<file path="src/rtl/dpd_cfg_pkg.sv">
// Shared configuration types for the DPD actuator LUT loader.
// Mirrors LUT geometry used by the actuator's own defines.
package dpd_cfg_pkg;

  localparam int CFG_NUM_LUTS   = 64;
  localparam int CFG_LUT_IDX_W  = 6;
  localparam int CFG_DATA_W     = 32;
  localparam int CFG_ADDR_W     = 10;
  localparam int CFG_RD_LATENCY = 2;

  localparam logic MODE_WRITE  = 1'b0;
  localparam logic MODE_VERIFY = 1'b1;

  typedef enum logic [1:0] {
    ST_IDLE,
    ST_RUN,
    ST_DRAIN,
    ST_FINISH
  } state_e;

endpackage

</file>
<file path="src/rtl/dpd_lut_loader_cmp.sv">
// Read-back compare path: delays expected data/address to line up
// with LUT read data, then counts mismatches.
module dpd_readback_cmp
  import dpd_cfg_pkg::*;
#(
  parameter int DATA_WIDTH = CFG_DATA_W,
  parameter int ADDR_WIDTH = CFG_ADDR_W,
  parameter int RD_LATENCY = CFG_RD_LATENCY
) (
  input  logic                  clk,
  input  logic                  rst_n,
  input  logic                  clr_i,
  input  logic                  push_i,
  input  logic [DATA_WIDTH-1:0] exp_i,
  input  logic [ADDR_WIDTH-1:0] addr_i,
  input  logic [DATA_WIDTH-1:0] rdata_i,
  output logic                  pending_o,
  output logic [ADDR_WIDTH:0]   err_cnt_o,
  output logic [ADDR_WIDTH-1:0] first_err_addr_o,
  output logic                  err_flag_o
);

  localparam int L = RD_LATENCY;
  localparam logic [ADDR_WIDTH:0] ERR_MAX =
    {1'b1, {ADDR_WIDTH{1'b0}}};

  logic [L-1:0]          vld_q, vld_d;
  logic [DATA_WIDTH-1:0] exp_q [L];
  logic [DATA_WIDTH-1:0] exp_d [L];
  logic [ADDR_WIDTH-1:0] adr_q [L];
  logic [ADDR_WIDTH-1:0] adr_d [L];
  logic [ADDR_WIDTH:0]   err_cnt_q, err_cnt_d;
  logic [ADDR_WIDTH-1:0] first_q, first_d;
  logic                  flag_q, flag_d;
  logic                  miss;

  always_comb begin
    vld_d[0] = push_i;
    exp_d[0] = exp_i;
    adr_d[0] = addr_i;
    for (int i = 1; i < L; i++) begin
      vld_d[i] = vld_q[i-1];
      exp_d[i] = exp_q[i-1];
      adr_d[i] = adr_q[i-1];
    end
  end

  // Anything still in flight ahead of the compare point
  always_comb begin
    pending_o = push_i;
    for (int i = 0; i < L - 1; i++) begin
      pending_o = pending_o | vld_q[i];
    end
  end

  assign miss = vld_q[L-1] && (rdata_i != exp_q[L-1]);

  always_comb begin
    err_cnt_d = err_cnt_q;
    first_d   = first_q;
    if (clr_i) begin
      err_cnt_d = '0;
      first_d   = '0;
    end else if (miss) begin
      if (err_cnt_q == '0) begin
        first_d = adr_q[L-1];
      end
      if (err_cnt_q != ERR_MAX) begin
        err_cnt_d = err_cnt_q + (ADDR_WIDTH+1)'(1);
      end
    end
    flag_d = (err_cnt_d != '0);
  end

  always_ff @(posedge clk) begin
    if (!rst_n) begin
      vld_q     <= '0;
      err_cnt_q <= '0;
      first_q   <= '0;
      flag_q    <= 1'b0;
      for (int i = 0; i < L; i++) begin
        exp_q[i] <= '0;
        adr_q[i] <= '0;
      end
    end else begin
      vld_q     <= vld_d;
      err_cnt_q <= err_cnt_d;
      first_q   <= first_d;
      flag_q    <= flag_d;
      for (int i = 0; i < L; i++) begin
        exp_q[i] <= exp_d[i];
        adr_q[i] <= adr_d[i];
      end
    end
  end

  assign err_cnt_o        = err_cnt_q;
  assign first_err_addr_o = first_q;
  assign err_flag_o       = flag_q;

endmodule

</file>
<file path="src/rtl/dpd_lut_loader.sv">
// Initiator for the DPD actuator LUT config port: burst write or
// read-back verify of one LUT from a coefficient stream.
module dpd_lut_loader
  import dpd_cfg_pkg::*;
#(
  parameter int DATA_WIDTH = CFG_DATA_W,
  parameter int ADDR_WIDTH = CFG_ADDR_W,
  parameter int NUM_LUTS   = CFG_NUM_LUTS,
  parameter int RD_LATENCY = CFG_RD_LATENCY
) (
  input  logic                     clk,
  input  logic                     rst_n,
  input  logic                     cmd_valid,
  output logic                     cmd_ready,
  input  logic [CFG_LUT_IDX_W-1:0] cmd_lut,
  input  logic                     cmd_mode,
  input  logic [ADDR_WIDTH-1:0]    cmd_base,
  input  logic [ADDR_WIDTH:0]      cmd_len,
  input  logic [DATA_WIDTH-1:0]    s_data,
  input  logic                     s_valid,
  output logic                     s_ready,
  output logic [ADDR_WIDTH-1:0]    config_addr,
  output logic [DATA_WIDTH-1:0]    config_din,
  input  logic [DATA_WIDTH-1:0]    config_dout,
  output logic [NUM_LUTS-1:0]      config_lutId,
  output logic                     config_web,
  output logic                     busy,
  output logic                     done,
  output logic [ADDR_WIDTH:0]      err_cnt,
  output logic [ADDR_WIDTH-1:0]    first_err_addr,
  output logic                     err_flag
);

  state_e                   state_q, state_d;
  logic [CFG_LUT_IDX_W-1:0] lut_q, lut_d;
  logic                     mode_q, mode_d;
  logic [ADDR_WIDTH-1:0]    cur_addr_q, cur_addr_d;
  logic [ADDR_WIDTH:0]      rem_q, rem_d;
  logic [ADDR_WIDTH-1:0]    addr_q, addr_d;
  logic [DATA_WIDTH-1:0]    din_q, din_d;
  logic                     web_q, web_d;
  logic                     rd_q, rd_d;
  logic                     s_acc;
  logic                     clr;
  logic                     pending;
  logic [NUM_LUTS-1:0]      lut_oh;

  assign cmd_ready = (state_q == ST_IDLE);
  assign s_ready   = (state_q == ST_RUN) && (rem_q != '0);
  assign s_acc     = s_valid && s_ready;
  assign busy      = (state_q != ST_IDLE);
  assign done      = (state_q == ST_FINISH);

  // Out-of-range indices leave the select all-zero
  always_comb begin
    lut_oh = '0;
    if (state_q == ST_RUN || state_q == ST_DRAIN) begin
      for (int i = 0; i < NUM_LUTS; i++) begin
        if (i == int'(lut_q)) lut_oh[i] = 1'b1;
      end
    end
  end

  always_comb begin
    state_d    = state_q;
    lut_d      = lut_q;
    mode_d     = mode_q;
    cur_addr_d = cur_addr_q;
    rem_d      = rem_q;
    addr_d     = addr_q;
    din_d      = din_q;
    web_d      = 1'b0;
    rd_d       = 1'b0;
    clr        = 1'b0;
    unique case (state_q)
      ST_IDLE: begin
        if (cmd_valid) begin
          lut_d      = cmd_lut;
          mode_d     = cmd_mode;
          cur_addr_d = cmd_base;
          rem_d      = cmd_len;
          clr        = 1'b1;
          state_d    = (cmd_len == '0) ? ST_FINISH : ST_RUN;
        end
      end
      ST_RUN: begin
        if (s_acc) begin
          addr_d     = cur_addr_q;
          din_d      = s_data;
          web_d      = (mode_q == MODE_WRITE);
          rd_d       = (mode_q == MODE_VERIFY);
          cur_addr_d = cur_addr_q + ADDR_WIDTH'(1);
          rem_d      = rem_q - (ADDR_WIDTH+1)'(1);
        end else if (rem_q == '0) begin
          state_d = (mode_q == MODE_VERIFY) ? ST_DRAIN : ST_FINISH;
        end
      end
      ST_DRAIN: begin
        if (!pending) state_d = ST_FINISH;
      end
      ST_FINISH: begin
        state_d = ST_IDLE;
      end
      default: begin
        state_d = ST_IDLE;
      end
    endcase
  end

  always_ff @(posedge clk) begin
    if (!rst_n) begin
      state_q    <= ST_IDLE;
      lut_q      <= '0;
      mode_q     <= MODE_WRITE;
      cur_addr_q <= '0;
      rem_q      <= '0;
      addr_q     <= '0;
      din_q      <= '0;
      web_q      <= 1'b0;
      rd_q       <= 1'b0;
    end else begin
      state_q    <= state_d;
      lut_q      <= lut_d;
      mode_q     <= mode_d;
      cur_addr_q <= cur_addr_d;
      rem_q      <= rem_d;
      addr_q     <= addr_d;
      din_q      <= din_d;
      web_q      <= web_d;
      rd_q       <= rd_d;
    end
  end

  assign config_addr  = addr_q;
  assign config_din   = din_q;
  assign config_web   = web_q;
  assign config_lutId = lut_oh;

  dpd_readback_cmp #(
    .DATA_WIDTH(DATA_WIDTH),
    .ADDR_WIDTH(ADDR_WIDTH),
    .RD_LATENCY(RD_LATENCY)
  ) u_cmp (
    .clk              (clk),
    .rst_n            (rst_n),
    .clr_i            (clr),
    .push_i           (rd_q),
    .exp_i            (din_q),
    .addr_i           (addr_q),
    .rdata_i          (config_dout),
    .pending_o        (pending),
    .err_cnt_o        (err_cnt),
    .first_err_addr_o (first_err_addr),
    .err_flag_o       (err_flag)
  );

endmodule

</file>
<file path="config.mk">
export PLATFORM = sky130hd
export DESIGN_NAME = dpd_lut_loader
export DESIGN_NICKNAME = d
export VERILOG_FILES = /design/src/rtl/dpd_cfg_pkg.sv /design/src/rtl/dpd_lut_loader_cmp.sv /design/src/rtl/dpd_lut_loader.sv
export SDC_FILE = /design/constraint.sdc
export NUM_CORES = 1
export LEC_CHECK = 0
export ABC_CLOCK_PERIOD_IN_PS = 4400
export CAP_MARGIN = 10
export CORE_MARGIN = 2
export CORE_UTILIZATION = 35
export CTS_CLUSTER_SIZE = 24
export DETAILED_ROUTE_END_ITERATION = 6
export HOLD_SLACK_MARGIN = 0.12
export PLACE_DENSITY_LB_ADDON = 0.2
export SLEW_MARGIN = 30
export SYNTH_ARGS = -nofsm -noshare
export SYNTH_HDL_FRONTEND = slang
export SYNTH_SLANG_ARGS = --single-unit
export TNS_END_PERCENT = 50
</file>
<file path="constraint.sdc">
create_clock -name clk -period 4.4 [get_ports clk]
set_input_delay 0.88 -clock clk [delete_from_list [all_inputs] [get_ports clk]]
set_output_delay 0.88 -clock clk [all_outputs]
set_load 0.05 [all_outputs]
</file>
After elaboration in Yosys (flattened, before gate mapping)
Memory sizes are Yosys's and may differ from the RTL's. A register that Yosys moved wholly into a read port is not among the register bits.
Cells that the tools add are included.
{ "totals": {"reg_bits": 88, "memories": 2, "input_bits": 96, "ramBits": 84, "output_inout_bits": 133, "wordCells": 206} }
{ "memory_table": {"columns": ["memory", "depth", "width", "read_ports", "rd_ports_with_merged_regs", "write_ports", "line", "text"], "rows": [
  ["u_cmp.exp_q", 2, 32, 2, 0, 2, "dpd_lut_loader_cmp.sv:28", "logic [DATA_WIDTH-1:0] exp_q [L];"],
  ["u_cmp.adr_q", 2, 10, 2, 1, 2, "dpd_lut_loader_cmp.sv:30", "logic [ADDR_WIDTH-1:0] adr_q [L];"]
]} }
{ "classes": {"n_reduce_logical": 20, "bitwise": 7, "n_mux": 89, "eq_ne": 73, "n_addsub": 3} }
{ "op_table": {"columns": ["operator", "count"], "rows": [
  ["== test 6 bit (first input constant)", 32],
  ["== test 5 x 6 -> 1 bit (first input constant)", 16],
  ["2-to-1 mux 1 bit", 69],
  ["2-to-1 mux 32 bit", 2],
  ["2-to-1 mux 64 bit", 1],
  ["2-to-1 mux 11 bit", 5],
  ["== test 4 x 6 -> 1 bit (first input constant)", 8],
  ["2-to-1 mux 10 bit", 4],
  ["logical NOT 11 bit", 3],
  ["!= test 32 bit", 1],
  ["== test 3 x 6 -> 1 bit (first input constant)", 4],
  ["one-hot mux 11 bit (2 select lines)", 1],
  ["nonzero test 11 bit", 2],
  ["one-hot mux 10 bit (2 select lines)", 1],
  ["== test 2 x 6 -> 1 bit (first input constant)", 2],
  ["adder 11 x 1 -> 11 bit (second input constant)", 1],
  ["!= test 11 bit (second input constant)", 1],
  ["subtractor 11 x 1 -> 11 bit (second input constant)", 1],
  ["adder 10 x 1 -> 10 bit (second input constant)", 1],
  ["2-to-1 mux 2 bit", 5],
  ["!= test 2 bit (second input constant)", 4],
  ["one-hot mux 2 bit (4 select lines)", 1],
  ["== test 1 x 6 -> 1 bit (first input constant)", 1],
  ["logical NOT 6 bit", 1],
  ["other kinds (13)", 25]
]} }

Logic depth before layout (Yosys ltp)
{ "depth": {"depth_word": 5, "depth_mapped": 13, "mapped_depth_nobuf": 9} }

Hierarchy
From an unflattened synthesis, not the netlist that was laid out.
{ "hier_totals": {"hier_cells": 872, "hier_area_um2": 7584.8} }
{ "by_module_without_submodules": {"columns": ["module", "area_per_inst_um2", "seq_area_each_um2", "cells_per_inst", "n_inst"], "rows": [
  ["dpd_lut_loader", 3823.7, 1481.4, 521, 1],
  ["dpd_readback_cmp", 3761.1, 2162.1, 351, 1]
]} }

Worst setup path after synthesis
OpenSTA, ideal clock, no wires.
{ "synth_path": {"path_type": "register to output", "start": "register state_q[0]", "end": "output port config_lutId[10]", "slack_ns": 1.302, "arrival_time_ns": 2.218, "n_path_buf": 2, "stages_incl_launch_ff": 7, "required_ns": 3.520, "cell_sequence": "dfxtp_1 inv_1 ha_1 or3b_2 clkbuf_1 clkbuf_1 nor2_1"} }
{ "synth_via": {"elab_chain_len": 3, "word_cells_on_any_way": 4, "cone_classes": "eq/ne: 2; mux: 1; reduce/logical: 1"} }
{ "synth_lines": {"columns": ["element", "line", "text"], "rows": [
  ["start, declared", "dpd_lut_loader.sv:34", "state_e state_q, state_d;"],
  ["start signal, assigned", "dpd_lut_loader.sv:122", "state_q <= state_d;"],
  ["== test 2 x 1 -> 1 bit / == test 2 bit (equally long branches)", "dpd_lut_loader.sv:57", "if (state_q == ST_RUN || state_q == ST_DRAIN) begin"],
  ["logical OR 1 bit (*)", "dpd_lut_loader.sv:57", null],
  ["2-to-1 mux 64 bit (*)", "dpd_lut_loader.sv:57", null],
  ["end, declared", "dpd_lut_loader.sv:25", "output logic [NUM_LUTS-1:0] config_lutId,"]
]} }
Mark *: on every way between the ends. The rest lies on a longest branch, timed or not.

Worst setup path in the final report
{ "layout_path": {"start": "register state_q[1]", "end": "output port config_lutId[12]"} }
Same word-level chain as after synthesis.

==> flow_summary_export.csv <==
group,metric,value,unit
cts,cts_tree,"yes",
setup_path,crit_arrival,2.99,ns
route,drtIter0Drc,260,
setup_path,start_kind,"flop",
place,dp_slack,0.657,ns
cts,h-tree-depth,4,
global_routing,grt_pass1_vias,5982,
sta,finalSetupTns,0,ns
power_and_ir_drop,leakage,3.81,nW
worst_hold_path,hp-class,"flop to flop",
logic_synthesis,syn-num-nets,1001,
cts,clock_latency,0.43,ns
logic_synthesis,synth_seq_cells,182,
route,routed.top_layer,"met4",
sta,layout_setup_ws,0.534,ns
logic_synthesis,synth_enable_flop_cells,0,
place,hpwl,14000,um
sta,finalMaxSlewViolations,0,
global_routing,grt_pass1_wl,31900,um
setup_path,critPathSlowestCell,"clkdlybuf4s50_1",
floorplan,die_w,152,um
setup_path,crit_fanout,16,
layout,drive_gt1_share,5.42,%
layout,layout_commonest_cell,"clkdlybuf4s50_1",
logic_synthesis,syn_inst,896,
global_routing,antenna_found_initial,0,
logic_synthesis,synthArstFlopShare,0,%
route,antenna_left,0,
layout,num_antenna_cells,0,
setup_path,cp_top_family,"buffers and inverters",
logic_synthesis,yosys_warnings,0,
route,wl_per_cell,14.6,um
floorplan,die_area,23200,um^2
sta,tightest_slew,0.907,ns
floorplan,die_h,152,um
power_and_ir_drop,power_per_cell_area,500,nW/um^2
global_routing,grt_usage,16.9,%
sta,fin_crit,3.87,ns
cts,cts_max_path_buffers,2,
route,vias,6331,
sta,final_hold_viol_count,0,
sta,fin_skew,0.0172,ns
layout,layout_common_cells,"clkdlybuf4s50_1 (227), dfxtp_1 (182), nand2_1 (122)",
setup_path,critPathBufInv,2,
route,wirelength_met1,9130,um
route,dr.pass1.iters,5,
sta,timing.slew.headroom,39.3,%
floorplan,core_area,21700,um^2
route,vias_per_cell,4.69,
floorplan,io_pins,229,
setup_path,critical_path_class,"flop to output port",
sta,period_share,87.9,%
layout,num-nets-final,1163,
place,port_buffers,228,
route,routed-wl-met2,9140,um
logic_synthesis,yosysUniqueCellTypes,55,
status,status,"finished clean",
logic_synthesis,syn_area,7710,um^2
logic_synthesis,postSynth.topFlopCell,"dfxtp_1",
cts,clock_sinks,182,
setup_path,required,3.52,ns
job,max-cap-violations,0,
sta,clock.fmax,259,MHz
power_and_ir_drop,peakVddDrop,342,uV
setup_path,end_kind,"output port",
place,gp_congestion,0.830,
cts,ctsHoldBuffers,0,
cts,cts_buffers,17,
cts,cts_resized,0,
floorplan,initial_core_util,35.5,%
sta,rsz0062_at_grt,"false",
sta,setup_violations,0,
global_routing,grt_max_degree,78,
cts,ctsRootBufferMaster,"clkbuf_16",
cts,cts_setup_buffers,0,
global_routing,gr-total-overflow,0,
route,wl_met3,1150,um
logic_synthesis,avgSynthCellArea,8.60,um^2
setup_path,cp_cell_sequence,"inv_1 -> ha_1 -> or3b_2 -> nor2_1 -> clkdlybuf4s50_1",
route,routed_wl,19700,um
floorplan,rows,54,
layout,area_growth_syn_to_layout,35.7,%
setup_path,slowest_delay,0.82,ns
route,drc,0,
logic_synthesis,ys_seq_area_share,47.3,%
cts,clk_pin_slew,0.07,ns
-- report_power, final --
group	leakage [nW]	internal, mW	total (mW)	switching (mW)
Sequential	1.47	1.84	2.01	0.171
Clock	0.298	0.788	1.53	0.746
Combinational	2.04	0.598	1.68	1.08
Total	3.81	3.22	5.22	2.00
-- registers in the layout (all words and copies together), names as in the netlist --
register	flops
u_cmp.err_flag_o	1
cur_addr_q	10
config_web	1
lut_q	6
config_addr	10
u_cmp.exp_q	64
u_cmp.first_err_addr_o	10
u_cmp.vld_q	2
u_cmp.err_cnt_o	11
mode_q	1
rem_q	11
rd_q	1
config_din	32
u_cmp.adr_q	20
state_q	2
-- metal layers --
metal,track usage [%],vias up
li1,-,3255
met1,21.8,2886
met2,27.6,168
met3,4.95,22
met4,5.07,0
met5,0,-
-- cell type report --
class | count | area, um^2
fill | 2119 | 11200
clock buffer | 18 | 439
multi-input combinational | 608 | 3480
clock inverter | 14 | 170
tap | 280 | 350
sequential | 182 | 3640
timing repair buffer | 233 | 2310
inverter | 16 | 62.6
-- synth_stat cells, drive strengths merged, types with 5 or more instances --
| cell type | number | area [um^2] |
|---|---|---|
| nand3 | 19 | 95.1 |
| buf | 50 | 383 |
| a211oi | 9 | 67.6 |
| a21oi | 70 | 350 |
| ha | 9 | 113 |
| xor2 | 6 | 52.6 |
| xnor2 | 35 | 307 |
| and3 | 8 | 50.1 |
| nand4 | 17 | 106 |
| dfxtp | 182 | 3640 |
| o22ai | 5 | 31.3 |
| clkbuf | 40 | 150 |
| inv | 16 | 60.1 |
| and2 | 95 | 594 |
| nor4 | 9 | 98.8 |
| nor2 | 114 | 428 |
| nand2 | 123 | 462 |
| a31oi | 8 | 56.3 |
| o21ai | 16 | 87.6 |
| nor3 | 5 | 25.0 |
| mux2i | 16 | 160 |
-- worst paths after layout --
path / from / end / slack [ns] / cells after the start
worst max register to register: u_cmp.exp_q[0][51] / u_cmp.first_err_addr_o[4] / 1.59 / 7
worst min register to register: u_cmp.adr_q[0][4] / u_cmp.adr_q[1][4] / 0.43 / 1
worst max-delay path: state_q[1] / config_lutId[12] / 0.53 / 5
worst min-delay path: u_cmp.adr_q[0][4] / u_cmp.adr_q[1][4] / 0.43 / 1
-- cells by family after synthesis --
family | after synthesis | share of synthesized area [%]
AOI/OAI and AO/OA | 133 | 10.8
muxes | 16 | 2.08
and+or+nand+nor | 409 | 26.0
buffers and inverters | 106 | 7.69
adders and majority gates | 9 | 1.46
xor gates and xnor gates | 41 | 4.66
DFF | 182 | 47.3
-- metrics by stage --
step / power [mW] / instances / area (um^2) / hold slack (ns) / utilization [%]
after floorplan: 3.34 / 896 / 7710 / 0.412 / -
after global placement: 3.72 / 1319 / 9840 / 0.414 / 45.4
after detailed placement: 3.73 / 1319 / 9850 / 0.417 / 45.4
after CTS: 5.29 / 1351 / 10500 / 0.435 / 48.2
after global routing: 5.55 / 1351 / 10500 / 0.442 / 48.2
final: 5.22 / 1351 / 10500 / 0.434 / 48.2
Note: power is estimated with default switching activity, not from simulation.
